`src/rtl/miriscv_run_ctrl_if.sv`:
```
// ---------------------------------------------------------------------------
// miriscv_run_ctrl_if
// Bundle between a test harness and the miriscv run controller.
//   start_i      : one-cycle pulse that starts or restarts a run
//   rf_we_i      : snooped core register-file write enable
//   rf_waddr_i   : snooped core register-file write address
//   rf_wdata_i   : snooped core register-file write data
//   core_rst_n_o : active-low reset driven to the core
//   busy_o       : run sequence in progress (RESET or RUN)
//   done_o       : run ended by a write to the completion register
//   timeout_o    : run ended by exhausting the cycle budget
//   pass_o       : done_o with a non-zero captured result
//   result_o     : last value written to the result register
//   cycles_o     : RUN cycles elapsed
// Modports: master = harness side, slave = run controller side.
// ---------------------------------------------------------------------------
interface miriscv_run_ctrl_if #(
  parameter int XLEN      = 32,
  parameter int RF_ADDR_W = 5,
  parameter int CNT_W     = 16
);
  logic                 start_i;
  logic                 rf_we_i;
  logic [RF_ADDR_W-1:0] rf_waddr_i;
  logic [XLEN-1:0]      rf_wdata_i;
  logic                 core_rst_n_o;
  logic                 busy_o;
  logic                 done_o;
  logic                 timeout_o;
  logic                 pass_o;
  logic [XLEN-1:0]      result_o;
  logic [CNT_W-1:0]     cycles_o;

  modport master (
    output start_i, rf_we_i, rf_waddr_i, rf_wdata_i,
    input  core_rst_n_o, busy_o, done_o, timeout_o, pass_o, result_o, cycles_o
  );

  modport slave (
    input  start_i, rf_we_i, rf_waddr_i, rf_wdata_i,
    output core_rst_n_o, busy_o, done_o, timeout_o, pass_o, result_o, cycles_o
  );
endinterface

```
`src/rtl/miriscv_run_ctrl.sv`:
```
// ---------------------------------------------------------------------------
// miriscv_run_ctrl
// Run controller for miriscv_top builds: holds the core in reset for
// RST_CYCLES after a start pulse, then lets it run for at most MAX_CYCLES.
// The register-file write port is snooped: writes to RESULT_REG are captured
// into result_o, a write to DONE_REG ends the run with done_o. If the budget
// runs out first, timeout_o is raised instead. The core is frozen (held in
// reset) once the run ends, so result_o and cycles_o stay stable.
// Ports:
//   clk_i   : clock
//   rst_n_i : synchronous active-low reset
//   bus     : miriscv_run_ctrl_if slave (start, rf snoop, status outputs)
// ---------------------------------------------------------------------------
module miriscv_run_ctrl #(
  parameter int XLEN       = 32,
  parameter int RF_ADDR_W  = 5,
  parameter int CNT_W      = 16,
  parameter int RST_CYCLES = 2,
  parameter int MAX_CYCLES = 300,
  parameter int RESULT_REG = 4,
  parameter int DONE_REG   = 5
) (
  input  logic                   clk_i,
  input  logic                   rst_n_i,
  miriscv_run_ctrl_if.slave      bus
);

  localparam int RCNT_W = (RST_CYCLES < 2) ? 1 : $clog2(RST_CYCLES + 1);

  // The cycle counter must be able to reach MAX_CYCLES-1 without wrapping.
  if (MAX_CYCLES > (1 << CNT_W)) begin : g_bad_cnt_w
    $error("miriscv_run_ctrl: CNT_W too small for MAX_CYCLES");
  end

  typedef enum logic [2:0] {
    ST_IDLE    = 3'd0,
    ST_RESET   = 3'd1,
    ST_RUN     = 3'd2,
    ST_DONE    = 3'd3,
    ST_TIMEOUT = 3'd4
  } state_e;

  state_e              state_q, state_d;
  logic [RCNT_W-1:0]   rst_cnt_q, rst_cnt_d;
  logic                core_rst_n_q, core_rst_n_d;
  logic                busy_q, busy_d;
  logic                done_q, done_d;
  logic                timeout_q, timeout_d;
  logic [XLEN-1:0]     result_q, result_d;
  logic [CNT_W-1:0]    cycles_q, cycles_d;

  logic                result_hit_s;
  logic                done_hit_s;
  logic                waddr_nz_s;

  // x0 is hardwired zero, so a write addressed to it is never a real event,
  // even if RESULT_REG or DONE_REG is configured as 0.
  assign waddr_nz_s   = (bus.rf_waddr_i != {RF_ADDR_W{1'b0}});
  assign result_hit_s = bus.rf_we_i && waddr_nz_s &&
                        (bus.rf_waddr_i == RF_ADDR_W'(RESULT_REG));
  assign done_hit_s   = bus.rf_we_i && waddr_nz_s &&
                        (bus.rf_waddr_i == RF_ADDR_W'(DONE_REG));

  // State and status registers with synchronous active-low reset.
  always_ff @(posedge clk_i) begin
    if (!rst_n_i) begin
      state_q      <= ST_IDLE;
      rst_cnt_q    <= {RCNT_W{1'b0}};
      core_rst_n_q <= 1'b0;
      busy_q       <= 1'b0;
      done_q       <= 1'b0;
      timeout_q    <= 1'b0;
      result_q     <= {XLEN{1'b0}};
      cycles_q     <= {CNT_W{1'b0}};
    end else begin
      state_q      <= state_d;
      rst_cnt_q    <= rst_cnt_d;
      core_rst_n_q <= core_rst_n_d;
      busy_q       <= busy_d;
      done_q       <= done_d;
      timeout_q    <= timeout_d;
      result_q     <= result_d;
      cycles_q     <= cycles_d;
    end
  end

  // Next-state and next-status logic; status flips on the same edge as state.
  always_comb begin
    state_d      = state_q;
    rst_cnt_d    = rst_cnt_q;
    core_rst_n_d = core_rst_n_q;
    busy_d       = busy_q;
    done_d       = done_q;
    timeout_d    = timeout_q;
    result_d     = result_q;
    cycles_d     = cycles_q;

    case (state_q)
      ST_IDLE, ST_DONE, ST_TIMEOUT: begin
        core_rst_n_d = 1'b0;
        if (bus.start_i) begin
          state_d   = ST_RESET;
          rst_cnt_d = RCNT_W'(RST_CYCLES);
          busy_d    = 1'b1;
          done_d    = 1'b0;
          timeout_d = 1'b0;
          result_d  = {XLEN{1'b0}};
          cycles_d  = {CNT_W{1'b0}};
        end else begin
          busy_d = 1'b0;
        end
      end

      ST_RESET: begin
        busy_d = 1'b1;
        // Counter holds the remaining reset cycles including this one.
        if (rst_cnt_q <= RCNT_W'(1)) begin
          state_d      = ST_RUN;
          core_rst_n_d = 1'b1;
          rst_cnt_d    = {RCNT_W{1'b0}};
        end else begin
          core_rst_n_d = 1'b0;
          rst_cnt_d    = rst_cnt_q - RCNT_W'(1);
        end
      end

      ST_RUN: begin
        if (result_hit_s) begin
          result_d = bus.rf_wdata_i;
        end else begin
          result_d = result_q;
        end
        // Completion write is checked first so it wins on the last budget cycle.
        if (done_hit_s) begin
          state_d      = ST_DONE;
          done_d       = 1'b1;
          busy_d       = 1'b0;
          core_rst_n_d = 1'b0;
        end else if (cycles_q == CNT_W'(MAX_CYCLES - 1)) begin
          state_d      = ST_TIMEOUT;
          timeout_d    = 1'b1;
          busy_d       = 1'b0;
          core_rst_n_d = 1'b0;
        end else begin
          cycles_d     = cycles_q + CNT_W'(1);
          busy_d       = 1'b1;
          core_rst_n_d = 1'b1;
        end
      end

      default: begin
        state_d      = ST_IDLE;
        rst_cnt_d    = {RCNT_W{1'b0}};
        core_rst_n_d = 1'b0;
        busy_d       = 1'b0;
        done_d       = 1'b0;
        timeout_d    = 1'b0;
        result_d     = {XLEN{1'b0}};
        cycles_d     = {CNT_W{1'b0}};
      end
    endcase
  end

  assign bus.core_rst_n_o = core_rst_n_q;
  assign bus.busy_o       = busy_q;
  assign bus.done_o       = done_q;
  assign bus.timeout_o    = timeout_q;
  assign bus.result_o     = result_q;
  assign bus.cycles_o     = cycles_q;
  assign bus.pass_o       = done_q && (result_q != {XLEN{1'b0}});

endmodule

```
`src/flat_wrapper.sv`:
```
// flat-port wrapper written by rule: the top's interface ports become plain ports
module miriscv_run_ctrl_flat 
#(
  parameter int XLEN       = 32,
  parameter int RF_ADDR_W  = 5,
  parameter int CNT_W      = 16,
  parameter int RST_CYCLES = 2,
  parameter int MAX_CYCLES = 300,
  parameter int RESULT_REG = 4,
  parameter int DONE_REG   = 5
)
  (clk_i, rst_n_i, bus_start_i, bus_rf_we_i, bus_rf_waddr_i, bus_rf_wdata_i, bus_core_rst_n_o, bus_busy_o, bus_done_o, bus_timeout_o, bus_pass_o, bus_result_o, bus_cycles_o);
  miriscv_run_ctrl_if #(.XLEN(XLEN), .RF_ADDR_W(RF_ADDR_W), .CNT_W(CNT_W)) bus_i ();
  input  logic clk_i;
  input  logic rst_n_i;
  input wire logic [$bits(bus_i.start_i)-1:0] bus_start_i;
  input wire logic [$bits(bus_i.rf_we_i)-1:0] bus_rf_we_i;
  input wire logic [$bits(bus_i.rf_waddr_i)-1:0] bus_rf_waddr_i;
  input wire logic [$bits(bus_i.rf_wdata_i)-1:0] bus_rf_wdata_i;
  output wire logic [$bits(bus_i.core_rst_n_o)-1:0] bus_core_rst_n_o;
  output wire logic [$bits(bus_i.busy_o)-1:0] bus_busy_o;
  output wire logic [$bits(bus_i.done_o)-1:0] bus_done_o;
  output wire logic [$bits(bus_i.timeout_o)-1:0] bus_timeout_o;
  output wire logic [$bits(bus_i.pass_o)-1:0] bus_pass_o;
  output wire logic [$bits(bus_i.result_o)-1:0] bus_result_o;
  output wire logic [$bits(bus_i.cycles_o)-1:0] bus_cycles_o;
  assign bus_i.start_i = bus_start_i;
  assign bus_i.rf_we_i = bus_rf_we_i;
  assign bus_i.rf_waddr_i = bus_rf_waddr_i;
  assign bus_i.rf_wdata_i = bus_rf_wdata_i;
  assign bus_core_rst_n_o = bus_i.core_rst_n_o;
  assign bus_busy_o = bus_i.busy_o;
  assign bus_done_o = bus_i.done_o;
  assign bus_timeout_o = bus_i.timeout_o;
  assign bus_pass_o = bus_i.pass_o;
  assign bus_result_o = bus_i.result_o;
  assign bus_cycles_o = bus_i.cycles_o;
  miriscv_run_ctrl #(.XLEN(XLEN), .RF_ADDR_W(RF_ADDR_W), .CNT_W(CNT_W), .RST_CYCLES(RST_CYCLES), .MAX_CYCLES(MAX_CYCLES), .RESULT_REG(RESULT_REG), .DONE_REG(DONE_REG)) u_core (.clk_i(clk_i), .rst_n_i(rst_n_i), .bus(bus_i));
endmodule
```
`config.mk`:
```
export PLATFORM = sky130hd
export DESIGN_NAME = miriscv_run_ctrl_flat
export DESIGN_NICKNAME = d
export VERILOG_FILES = /design/src/rtl/miriscv_run_ctrl_if.sv /design/src/rtl/miriscv_run_ctrl.sv /design/src/flat_wrapper.sv
export SDC_FILE = /design/constraint.sdc
export NUM_CORES = 1
export LEC_CHECK = 0
export ABC_AREA = 1
export BUFFER_PORTS_ARGS = -buffer_cell sky130_fd_sc_hd__buf_2
export CORE_ASPECT_RATIO = 0.75
export CORE_MARGIN = 10
export CORE_UTILIZATION = 50
export DETAILED_ROUTE_END_ITERATION = 8
export PLACE_DENSITY = 0.79
export SYNTH_ARGS = -nofsm -noshare
export SYNTH_HDL_FRONTEND = slang
export SYNTH_SLANG_ARGS = --single-unit
```
`constraint.sdc`:
```
create_clock -name clk_i -period 1.7 [get_ports clk_i]
set_input_delay 0.17 -clock clk_i [delete_from_list [all_inputs] [get_ports clk_i]]
set_output_delay 0.17 -clock clk_i [all_outputs]
set_load 0.02 [all_outputs]
```
# After elaboration in Yosys (flattened, before gate mapping)
# Index checks and enable logic that the tools add are counted.
# word_totals
ff_bits	57
output_inout_bits	53
input_bits	41
wordCells	69
# op_classes
order_cmp	1
bitwise	2
n_reduce_logical	14
n_eq_ne	15
n_mux	27
addsub	2
# op_table
op	n
32-bit case mux with 3 select lines	1
32-bit 2-to-1 mux	2
16-bit 2-to-1 mux	3
16-bit case mux with 3 select lines	1
32-bit nonzero test	1
16-bit by 1-bit adder with 16-bit output (second input constant)	1
16-bit by 9-bit == test with 1-bit output (second input constant)	1
3-bit 2-to-1 mux	4
5-bit by 3-bit == test with 1-bit output (second input constant)	2
1-bit case mux with 3 select lines	3
3-bit case mux with 3 select lines	1
3-bit AND reduction	3
1-bit 2-to-1 mux	8
2-bit by 1-bit inequality test with 1-bit output (second input constant)	4
4-bit AND reduction	2
3-bit by 2-bit == test with 1-bit output (second input constant)	2
2-bit inequality test (second input constant)	3
2-bit case mux with 3 select lines	1
5-bit nonzero test	1
1-bit logical AND	4
2-bit 2-to-1 mux	2
3-bit by 1-bit == test with 1-bit output (second input constant)	1
3-bit == test (second input constant)	1
3-bit logical NOT	1
7 further kinds	8

# Depth between registers and ports, before layout
# depth
word_depth	5
mapped_depth	11
depth_no_buf	10

# Worst setup path after synthesis
# Ideal clock, no wire load.
# synth_path
path_type	reg2reg
startpoint	register u_core.cycles_q[1], in the netlist u_core.bus.cycles_o[1]
endpoint	register u_core.cycles_q[13], in the netlist u_core.bus.cycles_o[13]
t_arrival_ns	1.477
path_buffers	1
required_ns	1.590
setup_time_ns	0.110
stages_incl_launch_ff	10
setup_slack_ns	0.112
period_less_slack_ns	1.588
cell_sequence	dfxtp_1 ha_1 nand3_1 nor2_1 nand3_1 buf_2 nand3_1 nand2_1 inv_1 nor2_1
# synth_between
elab_chain_cells	4
word_cells_on_any_way	7
cone_classes	add/sub (1); eq/ne (2); mux (3); reduce/logical (1)
# synth_lines
element	line_no	text
start: declaration	miriscv_run_ctrl.sv:50	logic [CNT_W-1:0] cycles_q, cycles_d;
start signal: assignment	miriscv_run_ctrl.sv:74	cycles_q <= {CNT_W{1'b0}};
start signal: assignment	miriscv_run_ctrl.sv:83	cycles_q <= cycles_d;
16-bit by 1-bit adder with 16-bit output	miriscv_run_ctrl.sv:145	cycles_d = cycles_q + CNT_W'(1);
16-bit 2-to-1 mux	miriscv_run_ctrl.sv:139	end else if (cycles_q == CNT_W'(MAX_CYCLES - 1)) begin
16-bit 2-to-1 mux	miriscv_run_ctrl.sv:134	if (done_hit_s) begin
16-bit case mux with 3 select lines	miriscv_run_ctrl.sv:98	case (state_q)
# Several ways; a longest one is shown, not always the timed one. The select of a mux whose other input is x is not followed.
# A chain may end at the register's enable or synchronous reset.

# Final worst setup path
# layout_path
startpoint	register u_core.result_q[27], in the netlist u_core.bus.result_o[27]
endpoint	output bus_pass_o
# layout_between
elab_chain_cells	2
# layout_lines
element	line_no	text
start: declaration	miriscv_run_ctrl.sv:49	logic [XLEN-1:0] result_q, result_d;
start signal: assignment	miriscv_run_ctrl.sv:73	result_q <= {XLEN{1'b0}};
start signal: assignment	miriscv_run_ctrl.sv:82	result_q <= result_d;
32-bit nonzero test	miriscv_run_ctrl.sv:170	assign bus.pass_o = done_q && (result_q != {XLEN{1'b0}});
1-bit logical AND	miriscv_run_ctrl.sv:170	
end: declaration	flat_wrapper.sv:24	output wire logic [$bits(bus_i.pass_o)-1:0] bus_pass_o;
# No other way between the ends.

==> results.cfg <==
[placement]
gp_congestion = 0.931
dp.cells = 596
dp_hpwl_mm = 6.41
place_ws_ns = 0.0614
port_buffers = 93

[cells_and_area]
drive_above_1_share = 0.290
multi_input_area_mm2 = 0.00147
nets = 578
final_cell_count_no_fill = 616
fill_cells = 460
seqCellArea_mm2 = 0.00114
area_growth_pct = 29.4
antenna_cells = 0

[clock_network]
cts_tree = done
cts_max_level = 3
cts.sinks = 57
root_buffer = clkbuf_8
clk-insertion-delay-late_ns = 0.33
clockBufferDepth = 2
clkTransAtPathRegs_ns = 0.07
numCtsBuffers = 9

[hold_path]
hold_end = u_core.bus.result_o[0]$_SDFFE_PN0P_
holdPathStages = 3
min_from = bus_rf_wdata_i[0]
hold_path.class = in -> reg

[sta]
fin_hold_ws_ns = 0.0606
worstMarginPinSlew_ns = 0.544
slew_viol_final = 0
layout_min_cycle_time_ns = 1.61
layout_worst_path_cycle_share = 0.949
layout_setup_ws_ns = 0.0866
finalClockSkew_ns = 0.00462
rsz0062_at_grt = no
max_freq_mhz = 620
hold_violations = 0
finalSetupTns_ns = 0
relSlewSlack = 0.637
final-setup-viol-count = 0

[route]
drtIter0Drc = 290
dr.pass1.iters = 6
vias = 3224
ant_nets = 0
post_drt_wl_per_cell_um = 14.4
drt_wl_total_mm = 8.90
post-route-drc-count = 0
via_per_inst = 5.23

[critical_path]
r2r_setup_slack_ns = 0.15
r2r-end = u_core.bus.result_o[11]$_SDFFE_PN0P_
path_class = reg -> out
r2r-start = u_core.state_q[1]$_SDFFE_PN0P_
rr_worst_depth = 10
worstPathMaxFanout = 3
endpoint_kind = output port
worstPathRequired_ns = 1.53
arrival_ns = 1.44
crit_path_start_kind = flop

[global_route]
track_usage = 0.187
grt_max_degree = 33
antenna_found_initial = 0
grt_pass1_vias = 3065
grt-ovfl-total = 0
grt_pass1_wl_mm = 14.3

[floorplanning]
boundaryPins = 94
rows = 23
die_h_um = 85.5
core-area_mm2 = 0.00544
die-area_mm2 = 0.00917
start_util = 0.525
die_w_um = 107

[logic_synthesis]
yosysUniqueCellTypes = 31
synth_edf_count = 0
ys_seq_area_frac = 0.399
syn_inst = 428
yosysTopAreaCell = dfxtp_1
synth_top_family_by_area = simple AND/OR/NAND/NOR gates
synth_ff_type = dfxtp_1
synth_warnings = 0
synth_fa_ha_area_frac = 0.00438
synth-simple-area-share = 0.329
synth.area.top_cells = dfxtp_1, nand2_1, nor2_1, a21oi_1, o21ai_0
yosysMostFrequentCell = nand2_1
synth_common_cells = nand2_1, nor2_1, dfxtp_1
synth-compound-area-share = 0.166
async_reset_ff_frac = 0
synth-seq-cells = 57
syn_nets = 470
netlist_area_mm2 = 0.00286
post_synth_mux_area_share = 0
yosysTopAreaCellShare = 0.399
synth-xor-area-share = 0.00307
synth_area_per_cell_um2 = 6.67

[power]
power.total_mw = 7.19
power_leakage_nw = 1.73
power_density_mw_per_mm2 = 1940
vdd_ir_drop_max_uv = 1170

[run_status]
outcome = finished clean

[run]
cap_viol_max_count = 0
==> per-stage QoR <==
step / instance area (um2) / utilization
finish: 3700 / 0.680
global route: 3700 / 0.680
CTS: 3630 / 0.668
detailed placement: 3440 / 0.633
global placement: 3440 / 0.633
floorplan: 2860 / -
==> worst max-delay path: stages (launching register included) <==
cell,delay (ns)
dfxtp_2,0.33
nor4_2,0.32
nand2_1,0.10
nor2_2,0.13
a21oi_1,0.08
buf_2,0.16
==> placed cells by master, fill, tap and decap left out, drive strengths merged, types with 2 or more instances in the layout <==
cell      netlist  final
nor4            8      8
nand3          31     31
nand2          93     93
nor2           84     84
clkbuf         10     11
o21ai          37     37
inv            40     40
a21oi          48     48
clkinv          0      3
nor3            4      4
o21bai          2      2
dfxtp          57     57
clkinvlp        0      2
buf             8    115
==> final cells by class <==
type                            instances  share of cell area
Inverter                               40              0.0406
Tap cell                               75              0.0254
Sequential cell                        57               0.309
Multi-Input combinational cell        313               0.398
Clock inverter                          5             0.00812
Timing Repair Buffer                  115               0.177
Clock buffer                           11              0.0409
==> kinds of logic (layout without fill, tap and decap cells) <==
family	after synthesis	in the layout
adders and majority gates	1	1
DFF	57	57
and+or+nand+nor	222	222
xor gates and xnor gates	1	1
AOI/OAI and AO/OA	89	89
buffers and inverters	58	171
==> report_power, final <==
| group | switching (mW) | leakage (nW) | internal, mW |
|---|---|---|---|
| combinational | 2.40 | 1.17 | 1.41 |
| clock | 0.545 | 0.0911 | 0.599 |
| sequential | 0.405 | 0.467 | 1.82 |
| total | 3.35 | 1.73 | 3.84 |
==> per-layer routing <==
layer | GRT usage | vias up | part of all wire
met1 | 0.230 | 1442 | 0.43
met4 | 0.0442 | 0 | 0.010
li1 | - | 1605 | -
met3 | 0.0785 | 14 | 0.10
met5 | 0 | - | 0
met2 | 0.295 | 163 | 0.46
==> how the worst max path moves through the flow <==
stage                                                     from                              endpoint  slack [ns]  depth (start not counted)
after floorplan            u_core.bus.cycles_o[1]$_SDFFE_PN0P_  u_core.bus.cycles_o[13]$_SDFFE_PN0P_        0.11                          9
after global placement          u_core.state_q[0]$_SDFFE_PN0P_   u_core.bus.cycles_o[0]$_SDFFE_PN0P_        0.15                          9
after detailed placement        u_core.state_q[1]$_SDFFE_PN0P_   u_core.bus.cycles_o[2]$_SDFFE_PN0P_        0.06                          9
after CTS                       u_core.state_q[1]$_SDFFE_PN0P_   u_core.bus.cycles_o[2]$_SDFFE_PN0P_        0.03                          9
after global routing       u_core.bus.cycles_o[0]$_SDFFE_PN0P_        u_core.state_q[0]$_SDFFE_PN0P_       0.001                          8
final                     u_core.bus.result_o[27]$_SDFFE_PN0P_                            bus_pass_o        0.09                          5
==> sequential cells by signal, summed over array words and instances, names as in the netlist <==
name / count
u_core.rst_cnt_q: 2
u_core.bus.cycles_o: 16
u_core.bus.timeout_o: 1
u_core.bus.result_o: 32
u_core.bus.done_o: 1
u_core.bus.core_rst_n_o: 1
u_core.state_q: 3
u_core.bus.busy_o: 1
==> repair_timing <==
item	CTS	global route
pin swaps	0	5
gates resized for setup	1	10
hold buffers	0	0
setup endpoints to repair	1	18
setup buffers	0	4
No activity file was read; power rests on OpenSTA's default activity.
